File: src/rtl/tank_bullet.sv
// Per-tank projectile engine: spawns one bullet ahead of the tank,
// advances it on the frame tick, retires it and runs a reload cooldown.
module tank_bullet #(
  parameter int MAP_X_MAX    = 39,
  parameter int MAP_Y_MAX    = 29,
  parameter int SPEED_DIV    = 2,
  parameter int RELOAD_TICKS = 8
) (
  input  logic       clk,
  input  logic       rst,
  input  logic       frame_tick,
  input  logic       fire,
  input  logic [5:0] tank_x_pos,
  input  logic [5:0] tank_y_pos,
  input  logic [1:0] tank_dir,
  input  logic       hit,
  output logic       fire_ready,
  output logic       bullet_valid,
  output logic [5:0] bullet_x,
  output logic [5:0] bullet_y,
  output logic [1:0] bullet_dir
);

  typedef enum logic [1:0] {
    IDLE = 2'd0,
    FLY  = 2'd1,
    COOL = 2'd2
  } state_t;

  localparam logic [5:0] XMAX     = 6'(MAP_X_MAX);
  localparam logic [5:0] YMAX     = 6'(MAP_Y_MAX);
  localparam logic [3:0] DIV_LAST = 4'(SPEED_DIV - 1);
  localparam logic [7:0] CNT_LAST = 8'(RELOAD_TICKS - 1);

  state_t      state_q, state_d;
  logic        valid_q, valid_d;
  logic [5:0]  x_q, x_d;
  logic [5:0]  y_q, y_d;
  logic [1:0]  dir_q, dir_d;
  logic [3:0]  div_q, div_d;
  logic [7:0]  cnt_q, cnt_d;

  logic        sp_ok, mv_ok;
  logic [5:0]  sp_x, sp_y, mv_x, mv_y;

  // Edge test happens before the add/sub so a wrapped value is never used.
  function automatic logic [12:0] adv(input logic [5:0] x,
                                      input logic [5:0] y,
                                      input logic [1:0] d);
    logic       ok;
    logic [5:0] nx, ny;
    ok = 1'b1;
    nx = x;
    ny = y;
    unique case (d)
      2'd0: begin ok = (y != 6'd0); ny = y - 6'd1; end
      2'd1: begin ok = (y != YMAX); ny = y + 6'd1; end
      2'd2: begin ok = (x != 6'd0); nx = x - 6'd1; end
      2'd3: begin ok = (x != XMAX); nx = x + 6'd1; end
    endcase
    return {ok, nx, ny};
  endfunction

  assign {sp_ok, sp_x, sp_y} = adv(tank_x_pos, tank_y_pos, tank_dir);
  assign {mv_ok, mv_x, mv_y} = adv(x_q, y_q, dir_q);

  always_ff @(posedge clk) begin
    if (rst) begin
      state_q <= IDLE;
      valid_q <= 1'b0;
      x_q     <= '0;
      y_q     <= '0;
      dir_q   <= '0;
      div_q   <= '0;
      cnt_q   <= '0;
    end else begin
      state_q <= state_d;
      valid_q <= valid_d;
      x_q     <= x_d;
      y_q     <= y_d;
      dir_q   <= dir_d;
      div_q   <= div_d;
      cnt_q   <= cnt_d;
    end
  end

  always_comb begin
    state_d = state_q;
    valid_d = valid_q;
    x_d     = x_q;
    y_d     = y_q;
    dir_d   = dir_q;
    div_d   = div_q;
    cnt_d   = cnt_q;
    unique case (state_q)
      IDLE: begin
        if (fire) begin
          if (sp_ok) begin
            state_d = FLY;
            valid_d = 1'b1;
            x_d     = sp_x;
            y_d     = sp_y;
            dir_d   = tank_dir;
            div_d   = '0;
          end else begin
            state_d = COOL;
            cnt_d   = '0;
          end
        end
      end
      FLY: begin
        if (hit) begin
          state_d = COOL;
          valid_d = 1'b0;
          cnt_d   = '0;
        end else if (frame_tick) begin
          if (div_q == DIV_LAST) begin
            div_d = '0;
            if (mv_ok) begin
              x_d = mv_x;
              y_d = mv_y;
            end else begin
              state_d = COOL;
              valid_d = 1'b0;
              cnt_d   = '0;
            end
          end else begin
            div_d = div_q + 4'd1;
          end
        end
      end
      COOL: begin
        if (frame_tick) begin
          if (cnt_q == CNT_LAST) begin
            state_d = IDLE;
            cnt_d   = '0;
          end else begin
            cnt_d = cnt_q + 8'd1;
          end
        end
      end
      default: state_d = IDLE;
    endcase
  end

  always_comb begin
    fire_ready   = (state_q == IDLE);
    bullet_valid = valid_q;
    bullet_x     = x_q;
    bullet_y     = y_q;
    bullet_dir   = dir_q;
  end

endmodule

File: config.mk
export PLATFORM = sky130hd
export DESIGN_NAME = tank_bullet
export DESIGN_NICKNAME = d
export VERILOG_FILES = /design/src/rtl/tank_bullet.sv
export SDC_FILE = /design/constraint.sdc
export NUM_CORES = 1
export LEC_CHECK = 0
export ABC_AREA = 1
export BUFFER_PORTS_ARGS = -buffer_cell sky130_fd_sc_hd__clkbuf_2
export CORE_MARGIN = 4
export CORE_UTILIZATION = 30
export CTS_CLUSTER_SIZE = 25
export DETAILED_ROUTE_END_ITERATION = 7
export PLACE_DENSITY = 0.49
export SLEW_MARGIN = 5
export SYNTH_ARGS = -nofsm -noshare
export SYNTH_HDL_FRONTEND = slang
export SYNTH_SLANG_ARGS = --single-unit
File: constraint.sdc
create_clock -name clk -period 3.9 [get_ports clk]
set_input_delay 0.585 -clock clk [delete_from_list [all_inputs] [get_ports clk]]
set_output_delay 0.585 -clock clk [all_outputs]
set_load 0.01 [all_outputs]
==> flow_metrics.tcl, run 1 <==
set metrics [dict create \
    grt_usage_pct 14.3 \
    critical_path_required_ns 4.08 \
    syn_avg_cell_area_um2 6.25 \
    fill_cells 1013 \
    final_nets 516 \
    total_power_mw 1.28 \
    worst-setup-path-type "input pin to flop" \
    regArea_um2 581 \
    synth_top_area_share_pct 21.1 \
    grt_overflow 0 \
    cp_cell_sequence "clkbuf_2, inv_1, nand2_1, fa_1, nand2_1, nand2_1, a21oi_1, xor2_1, nand2_1, a21oi_1, nand2_1, nand2_1, nor2_1" \
    cp_top_family "simple AND/OR/NAND/NOR gates" \
    synthesis.area_um2 2760 \
    post-place-ws_ns 1.09 \
    dr.pass1.iters 4 \
    cts_root_buf "clkbuf_8" \
    synth_xor_area_share_pct 4.76 \
    critPathLaunchType "input pin" \
    crit_path_frequent_cell "nand2_1" \
    synth_compound_area_share_pct 12.6 \
    drc 0 \
    place_hpwl_um 5560 \
    core_um2 8850 \
    grt_max_degree 21 \
    arrival_ns 2.69 \
    setup_viol 0 \
    numPlacedInstances 575 \
    finalHoldViolCount 0 \
    rsz0062_at_grt "false" \
    hold_class "flop to flop" \
    leakage_nw 1.49 \
    synthMuxAreaShare_pct 0.363 \
    ys_ff_latch 29 \
    synth_cell_types 35 \
    holdBufCountCts 0 \
    fin_cells 583 \
    syn2layout_area_growth_pct 13.0 \
    crit_path_top_delay_cell "fa_1" \
    cpPeakStageDelay_ns 0.44 \
    yosys.area_share.simple_pct 41.1 \
    path_max_fanout 16 \
    synth_area_leader_cell "dfxtp_1" \
    drive_gt1_share_pct 14.3 \
    max-slew-margin-rel_pct 66.9 \
    place_congestion 0.807 \
    yosys.area_share.adder_pct 11.5 \
    synth_area_leaders "dfxtp_1 (21%), nand2_1 (16%), nor2_1 (9.3%), ha_1 (8.6%), a21oi_1 (6.5%)" \
    htreeDepth 2 \
    powerDensity_nw_per_um2 409 \
    initial_core_util_pct 31.2 \
    port-buffer-count 34 \
    wire_per_inst_um 12.3 \
    multi_input_area_um2 1940 \
    netlist_instances 441 \
    diodes 0 \
    finalCritPeriodShare_pct 64.4 \
    fmax_ghz 0.398 \
    die_w_um 104 \
    peakVddDrop_mv 0.123 \
    grt_pass1_wl_um 13100 \
    ant_nets 0 \
    clock_sinks 29 \
    endpoint_kind "flop" \
    slew_violations 0 \
    dieArea_um2 10800 \
    synth_top_family_by_area "simple AND/OR/NAND/NOR gates" \
    ys_seq_area_share_pct 21.1 \
    vias 2792 \
    clock_path_buffers 2 \
    synth_nets 483 \
    fin_skew_ns 0.00585 \
    cts_resized 0 \
    grt_pass1_vias 2776 \
    cts_buffers 5 \
    ios 35 \
    cp.buffers_inverters 2 \
    clk_pin_slew_ns 0.07 \
    clk_latency_ns 0.28 \
    min_period_ns 2.51 \
    drv_cap 0 \
    cts_tree "yes" \
    die_h_um 104 \
    post_cts.repair.setup_buffers 0 \
    floorplan.rows 34 \
    fin_setup_tns_ns 0 \
    routed_via_density 4.79 \
    ys_warn_count 0 \
    antenna_found_initial 0 \
    tightestPinTransition_ns 0.496 \
    final_util_pct 35.2 \
    status "complete, no violations" \
    layout_setup_ws_ns 1.39 \
    drt-initial-drc-count 97 \
    drt_wl_total_um 7180 \
]
-- registers in the layout, indices dropped and copies added, names as in the netlist --
| name | cells |
|---|---|
| bullet_valid | 1 |
| bullet_x | 6 |
| div_q | 4 |
| bullet_y | 6 |
| bullet_dir | 2 |
| state_q | 2 |
| cnt_q | 8 |
-- per-stage QoR --
stage                     hold slack (ns)  area [um2]
after floorplan                     0.454        2760
after global placement              0.452        3010
after detailed placement            0.465        3010
after CTS                           0.475        3120
after global routing                0.515        3120
final                               0.468        3120
-- final timing paths --
check,startpoint,end,slack (ns),cells after the start
setup reg to reg,bullet_dir[1]$_SDFFE_PP0P_,bullet_y[4]$_SDFFE_PP0P_,1.81,13
hold reg to reg,bullet_valid$_SDFFE_PP0P_,bullet_valid$_SDFFE_PP0P_,0.47,2
hold / removal,bullet_valid$_SDFFE_PP0P_,bullet_valid$_SDFFE_PP0P_,0.47,2
setup / recovery,tank_dir[1],bullet_y[4]$_SDFFE_PP0P_,1.39,13
-- worst reg2reg max path, delay by kind of cell (launching register included) --
kind            cells  cell delay [ns]
simple gates        6             0.54
compound gates      4             0.48
fa+ha+maj           1             0.45
flops               1             0.34
buf+inv             2             0.18
-- cells by family (layout without fill, tap and decap cells) --
group           after synthesis  count (layout)
fa+ha+maj                    23              23
mux                           1               1
buf+inv                      58              92
xor+xnor                     15              15
simple gates                249             249
compound gates               66              66
flops                        29              29
-- where the power goes --
part	total, mW	internal (mW)	switching, mW
clock network	0.281	0.159	0.121
logic	0.592	0.222	0.370
registers	0.403	0.338	0.0643
total	1.28	0.719	0.556
-- area by class of cell --
class	count	share of cell area, %
Clock buffer	7	3.09
Clock inverter	1	0.161
Inverter	50	6.02
Multi-Input combinational cell	354	62.3
Sequential cell	29	18.6
Tap cell	108	4.34
Timing Repair Buffer	34	5.46
-- synthesized netlist by cell type --
cell type	count
nor2_2	2
nor2_1	68
buf_4	2
clkbuf_1	2
a21oi_1	36
o21ai_2	1
nand3_4	2
xor2_1	10
ha_1	19
nand2_2	3
buf_2	3
nand3_1	22
or2_2	2
o21ai_0	23
nor3b_1	1
nor2_8	1
a21o_1	1
inv_2	8
nor2_4	6
o21bai_1	1
buf_6	1
nor4_1	1
mux2i_1	1
inv_1	41
xnor2_1	5
nand4_1	16
o211ai_1	3
nand3b_1	2
nor3_1	4
dfxtp_1	29
clkinv_1	1
nand3_2	1
nand2_1	118
a31oi_1	1
fa_1	4
-- per-layer routing --
layer  routed length (um)  vias up  global-route usage (%)
li1                     -     1501                       -
met1                 3470     1249                    18.7
met2                 3470       40                    24.3
met3                  204        2                    2.48
met4                   36        0                    3.32
met5                    0        -                       0
-- placed cells by master, fill, tap and decap left out, drive strengths merged --
cell type    n
nand2      121
nor2        77
inv         49
clkbuf      41
a21oi       36
dfxtp       29
nand3       25
o21ai       24
ha          19
nand4       16
xor2        10
xnor2        5
nor3         4
fa           4
o211ai       3
or2          2
nand3b       2
clkinv       2
a21o         1
a31oi        1
nor4         1
mux2i        1
o21bai       1
nor3b        1
No activity file was read; power rests on OpenSTA's default activity.
==> inputs of run 2 (changes only) <==
clock period = 2.5 ns   (was 3.9 ns; I/O delays follow)
==> run 2 against run 1 <==
Compared with the run above: sequential share of layout area fell by 0.27 points; routed wire length decreased by 0.40%; flip-flop and latch count is the same; global-route usage fell by 0.46 points; count of clock-buffer cells in the layout unchanged; combinational power increased by 58%; register-to-register slack got worse by 1.3 ns; die area unchanged; clock skew is 0.0016 ns higher; critical path type is now flop to flop; worst setup slack lost 0.91 ns; non-clock buffer count grew 4; sequential power increased by 55%.
==> flow_metrics.tcl, run 2 (synthesis results as in run 1) <==
set metrics [dict create \
    status "complete, no violations" \
    max-slew-margin-rel_pct 65.5 \
    setup_viol 0 \
    critical_path_cell_count 10 \
    drt-initial-drc-count 84 \
    grt_pass1_vias 2654 \
    worst-setup-path-type "flop to flop" \
    clock_sinks 29 \
    holdBufCountCts 0 \
    routed_via_density 4.72 \
    drt_wl_total_um 7150 \
    clock_path_buffers 2 \
    dieArea_um2 10800 \
    rsz0062_at_grt "false" \
    place_hpwl_um 5590 \
    cp_cell_sequence "nand2_1, fa_1, a21oi_1, o21bai_1, o21ai_0, a21oi_1, a21oi_1, nand2_1, nand2_1, nor2_1" \
    htreeDepth 2 \
    ant_nets 0 \
    post_cts.repair.setup_buffers 0 \
    r2r-end "bullet_x[4]$_SDFFE_PP0P_" \
    port-buffer-count 34 \
    r2r_slack_ns 0.48 \
    min_period_ns 2.02 \
    clk_pin_slew_ns 0.07 \
    cp.buffers_inverters 0 \
    crit_start "bullet_dir[0]$_SDFFE_PP0P_" \
    fin_skew_ns 0.00745 \
    antenna_found_initial 0 \
    slew_violations 0 \
    cts_root_buf "clkbuf_8" \
    fmax_ghz 0.495 \
    clk_latency_ns 0.28 \
    total_power_mw 2.06 \
    cts_tree "yes" \
    endpoint_kind "flop" \
    dr.pass1.iters 4 \
    critical_path_required_ns 2.67 \
    rr_worst_depth 10 \
    leakage_nw 1.52 \
    crit_path_top_delay_cell "fa_1" \
    die_h_um 104 \
    ios 35 \
    grt_overflow 0 \
    cts_buffers 5 \
    fill_cells 978 \
    syn2layout_area_growth_pct 14.6 \
    fin_setup_tns_ns 0 \
    grt_pass1_wl_um 12600 \
    diodes 0 \
    place_congestion 0.799 \
    hold_class "flop to flop" \
    finalCritPeriodShare_pct 80.8 \
    largest_reg_flops 8 \
    powerDensity_nw_per_um2 653 \
    final_nets 520 \
    tightestPinTransition_ns 0.517 \
    crit_end "bullet_x[4]$_SDFFE_PP0P_" \
    final_common_cell "nand2_1" \
    cp_top_family "compound AO/OA/AOI/OAI gates" \
    floorplan.rows 34 \
    drv_cap 0 \
    layout_setup_ws_ns 0.481 \
    vias 2772 \
    drive_gt1_share_pct 14.8 \
    wire_per_inst_um 12.2 \
    arrival_ns 2.19 \
    grt_max_degree 21 \
    core_um2 8850 \
    largest-register "cnt_q" \
    grt_usage_pct 13.8 \
    critPathLaunchType "flop" \
    drc 0 \
    cts_resized 0 \
    initial_core_util_pct 31.2 \
    post-place-ws_ns 0.348 \
    finalHoldViolCount 0 \
    die_w_um 104 \
    layout_common_cells "nand2_1 (118), nor2_1 (68), inv_1 (41), a21oi_1 (36), clkbuf_2 (34)" \
    cpPeakStageDelay_ns 0.48 \
    regArea_um2 581 \
    peakVddDrop_mv 0.303 \
    path_max_fanout 7 \
    multi_input_area_um2 1940 \
    rr_startpoint "bullet_dir[0]$_SDFFE_PP0P_" \
]
[run 2: cell count changes in the layout (fill, tap and decap cells not counted), sizes merged]
cell    change
clkinv      -1
buf         +4
bufinv      +1
[run 2: final cells by class]
cell class / instances / share of cell area, %
sequential: 29 / 18.4
timing repair buffer: 38 / 6.33
inverter: 50 / 5.94
clock buffer: 7 / 2.73
clock inverter: 1 / 0.950
multi-input combinational: 354 / 61.4
tap: 108 / 4.28
[run 2: worst min-delay path: stages (launching register included)]
cell     delay [ns]
dfxtp_1        0.31
nand2_1        0.06
a21oi_1        0.05
[run 2: metal layers]
metal / up-vias / wire length, um / part of all wire (%) / global-route usage [%]
li1: 1508 / - / - / -
met1: 1228 / 3520 / 49 / 18.0
met2: 32 / 3400 / 48 / 23.8
met3: 4 / 184 / 2.6 / 2.55
met4: 0 / 48 / 0.67 / 2.85
met5: - / 0 / 0 / 0
[run 2: worst min path at each step]
stage | from | endpoint | slack [ns] | depth (start not counted)
floorplan | rst | cnt_q[3]$_SDFFE_PP0P_ | 0.44 | 1
global placement | bullet_valid$_SDFFE_PP0P_ | bullet_valid$_SDFFE_PP0P_ | 0.45 | 2
detailed placement | bullet_valid$_SDFFE_PP0P_ | bullet_valid$_SDFFE_PP0P_ | 0.46 | 2
CTS | bullet_valid$_SDFFE_PP0P_ | bullet_valid$_SDFFE_PP0P_ | 0.47 | 2
global route | bullet_valid$_SDFFE_PP0P_ | bullet_valid$_SDFFE_PP0P_ | 0.49 | 2
finish | bullet_valid$_SDFFE_PP0P_ | bullet_valid$_SDFFE_PP0P_ | 0.46 | 2
[run 2: report_power, final]
group | switching, mW | total, mW | internal [mW] | leakage (nW)
clock network | 0.179 | 0.503 | 0.325 | 0.0585
registers | 0.0981 | 0.626 | 0.528 | 0.238
logic | 0.582 | 0.935 | 0.353 | 1.22
[run 2: stage by stage]
step | instances | instance area [um2] | utilization [%] | hold slack, ns
after floorplan | 441 | 2760 | - | 0.444
after global placement | 579 | 3040 | 34.4 | 0.455
after detailed placement | 579 | 3040 | 34.4 | 0.457
after CTS | 587 | 3160 | 35.7 | 0.467
after global routing | 587 | 3160 | 35.7 | 0.494
final | 587 | 3160 | 35.7 | 0.463
==> inputs of run 3 (changes only) <==
clock period = 2 ns   (was 2.5 ns; I/O delays follow)
==> run 3 against run 2 <==
Compared with the run above: worst setup slack worse by 0.37 ns; sequential share of layout area decreased by 0.23 points; sequential power increased by 24%; clock skew grew 0.0013 ns; utilization increased by 0.69 points; register-to-register slack got worse by 0.37 ns; first-iteration DRC count is 61% higher; clock power down 14%; hold slack got worse by 0.056 ns; global-route usage fell by 0.26 points; largest cell class unchanged.
==> flow_metrics.tcl, run 3 (synthesis results as in run 1) <==
set metrics [dict create \
    status "complete, no violations" \
    critPathLaunchType "flop" \
    rr_worst_depth 13 \
    hold_class "input pin to flop" \
    finalHoldViolCount 0 \
    r2r-end "bullet_y[5]$_SDFFE_PP0P_" \
    vias 2834 \
    gr-usage-met1_pct 17.6 \
    hold-path-cell-count 3 \
    final_nets 531 \
    clk_pin_slew_ns 0.06 \
    fin_setup_tns_ns 0 \
    cts_buffers 5 \
    grt_max_degree 16 \
    dieArea_um2 10800 \
    dr.pass1.iters 6 \
    clock_sinks 29 \
    syn2layout_area_growth_pct 16.8 \
    clock_path_buffers 2 \
    routed_via_density 4.76 \
    largest-register "cnt_q" \
    initial_core_util_pct 31.2 \
    max-slew-margin-rel_pct 66.7 \
    grt_pass1_wl_um 12400 \
    rr_startpoint "bullet_dir[1]$_SDFFE_PP0P_" \
    die_h_um 104 \
    layout_setup_ws_ns 0.114 \
    met3_usage_pct 2.48 \
    final_common_cell "nand2_1" \
    crit_path_top_delay_cell "dfxtp_2" \
    grt_pass1_vias 2632 \
    numPlacedInstances 590 \
    endpoint_kind "flop" \
    whs_endpoint "bullet_x[0]$_SDFFE_PP0P_" \
    tightestPinTransition_ns 0.498 \
    clk_latency_ns 0.28 \
    fin_cells 596 \
    critical_path_required_ns 2.18 \
    rsz0062_at_grt "true" \
    final_util_pct 36.4 \
    die_w_um 104 \
    antenna_found_initial 0 \
    finalCritPeriodShare_pct 94.3 \
    leakage_nw 1.55 \
    min_period_ns 1.89 \
    peakVddDrop_mv 0.254 \
    diodes 0 \
    arrival_ns 2.06 \
    htreeDepth 2 \
    powerDensity_nw_per_um2 754 \
    r2r_slack_ns 0.11 \
    grt_usage_pct 13.5 \
    met2_usage_pct 22.9 \
    drt-initial-drc-count 135 \
    grt_busiest_layer "met2" \
    ios 35 \
    grt_overflow 0 \
    fill_cells 994 \
    drc 0 \
    slew_violations 0 \
    layout_common_cells "nand2_1 (117), nor2_1 (68), inv_1 (41), a21oi_1 (36), clkbuf_2 (34)" \
    drv_cap 0 \
    place_hpwl_um 5650 \
    drive_gt1_share_pct 17.8 \
    ant_nets 0 \
    cp_cell_sequence "inv_1, nand2_2, buf_4, ha_1, nand2_1, inv_1, nand4_1, o211ai_1, a21oi_1, o21ai_0, nand2_1, nor2_1, nor2_1" \
    fin_skew_ns 0.00879 \
    port-buffer-count 34 \
    cpPeakStageDelay_ns 0.34 \
    wire_per_inst_um 12.0 \
    total_power_mw 2.43 \
    drt_wl_total_um 7140 \
    place_congestion 0.806 \
    setup_viol 0 \
    cts_tree "yes" \
    post-place-ws_ns 0.0324 \
    worst-setup-path-type "flop to flop" \
    hold_start "rst" \
    core_um2 8850 \
    cts_root_buf "clkbuf_8" \
    path_max_fanout 4 \
    floorplan.rows 34 \
    largest_reg_flops 8 \
    fmax_ghz 0.530 \
]
[run 3: worst max path at each step]
| stage | startpoint | end | slack, ns | depth (start not counted) |
|---|---|---|---|---|
| after floorplan | bullet_dir[1]$_SDFFE_PP0P_ | bullet_y[4]$_SDFFE_PP0P_ | 0.14 | 13 |
| final | bullet_dir[1]$_SDFFE_PP0P_ | bullet_y[5]$_SDFFE_PP0P_ | 0.11 | 13 |
| after global placement | bullet_dir[0]$_SDFFE_PP0P_ | bullet_y[4]$_SDFFE_PP0P_ | 0.05 | 12 |
| after CTS | bullet_dir[0]$_SDFFE_PP0P_ | bullet_y[4]$_SDFFE_PP0P_ | 0.03 | 12 |
| after detailed placement | bullet_dir[0]$_SDFFE_PP0P_ | bullet_y[4]$_SDFFE_PP0P_ | 0.03 | 12 |
| after global routing | bullet_dir[1]$_SDFFE_PP0P_ | bullet_y[5]$_SDFFE_PP0P_ | -0.03 | 13 |
[run 3: final cells by class]
cell class                      instances  area (um2)  area share, %
Sequential cell                        29         584           18.1
Timing Repair Buffer                   49         283           8.78
Clock buffer                            5        68.8           2.14
Tap cell                              108         135           4.19
Inverter                               50         188           5.83
Clock inverter                          1        5.00          0.155
Multi-Input combinational cell        354        1960           60.8
[run 3: power by group]
group,internal (mW),switching [mW],leakage (nW)
logic,0.479,0.741,1.27
clock network,0.228,0.206,0.0399
registers,0.662,0.114,0.239
[run 3: per-layer routing]
| metal | wire, um | share of wire, % | vias to the layer above |
|---|---|---|---|
| met3 | 189 | 2.6 | 11 |
| met5 | 0 | 0 | - |
| met4 | 110 | 1.5 | 0 |
| li1 | - | - | 1523 |
| met2 | 3350 | 47 | 44 |
| met1 | 3490 | 49 | 1256 |
[run 3: what timing repair did]
| action | in CTS | in global routing |
|---|---|---|
| resized for setup | 0 | 6 |
| endpoints found under the setup margin | 0 | 5 |
| setup buffers | 0 | 0 |
| hold buffers | 0 | 0 |
| hold endpoints to repair | 0 | 0 |
[run 3: worst max-delay path, delay by kind of cell, from the launching register on]
family / cells / cell delay [ns]
adder cells (fa/ha/maj): 1 / 0.33
AO/OA/AOI/OAI: 3 / 0.31
AND/OR/NAND/NOR: 6 / 0.50
buffers and inverters: 3 / 0.32
flip-flops: 1 / 0.34
[run 3: per-stage QoR]
step,hold WS (ns),instance area (um2)
finish,0.407,3220
global route,0.430,3220
CTS,0.404,3200
detailed placement,0.458,3130
global placement,0.455,3130
floorplan,0.369,2760
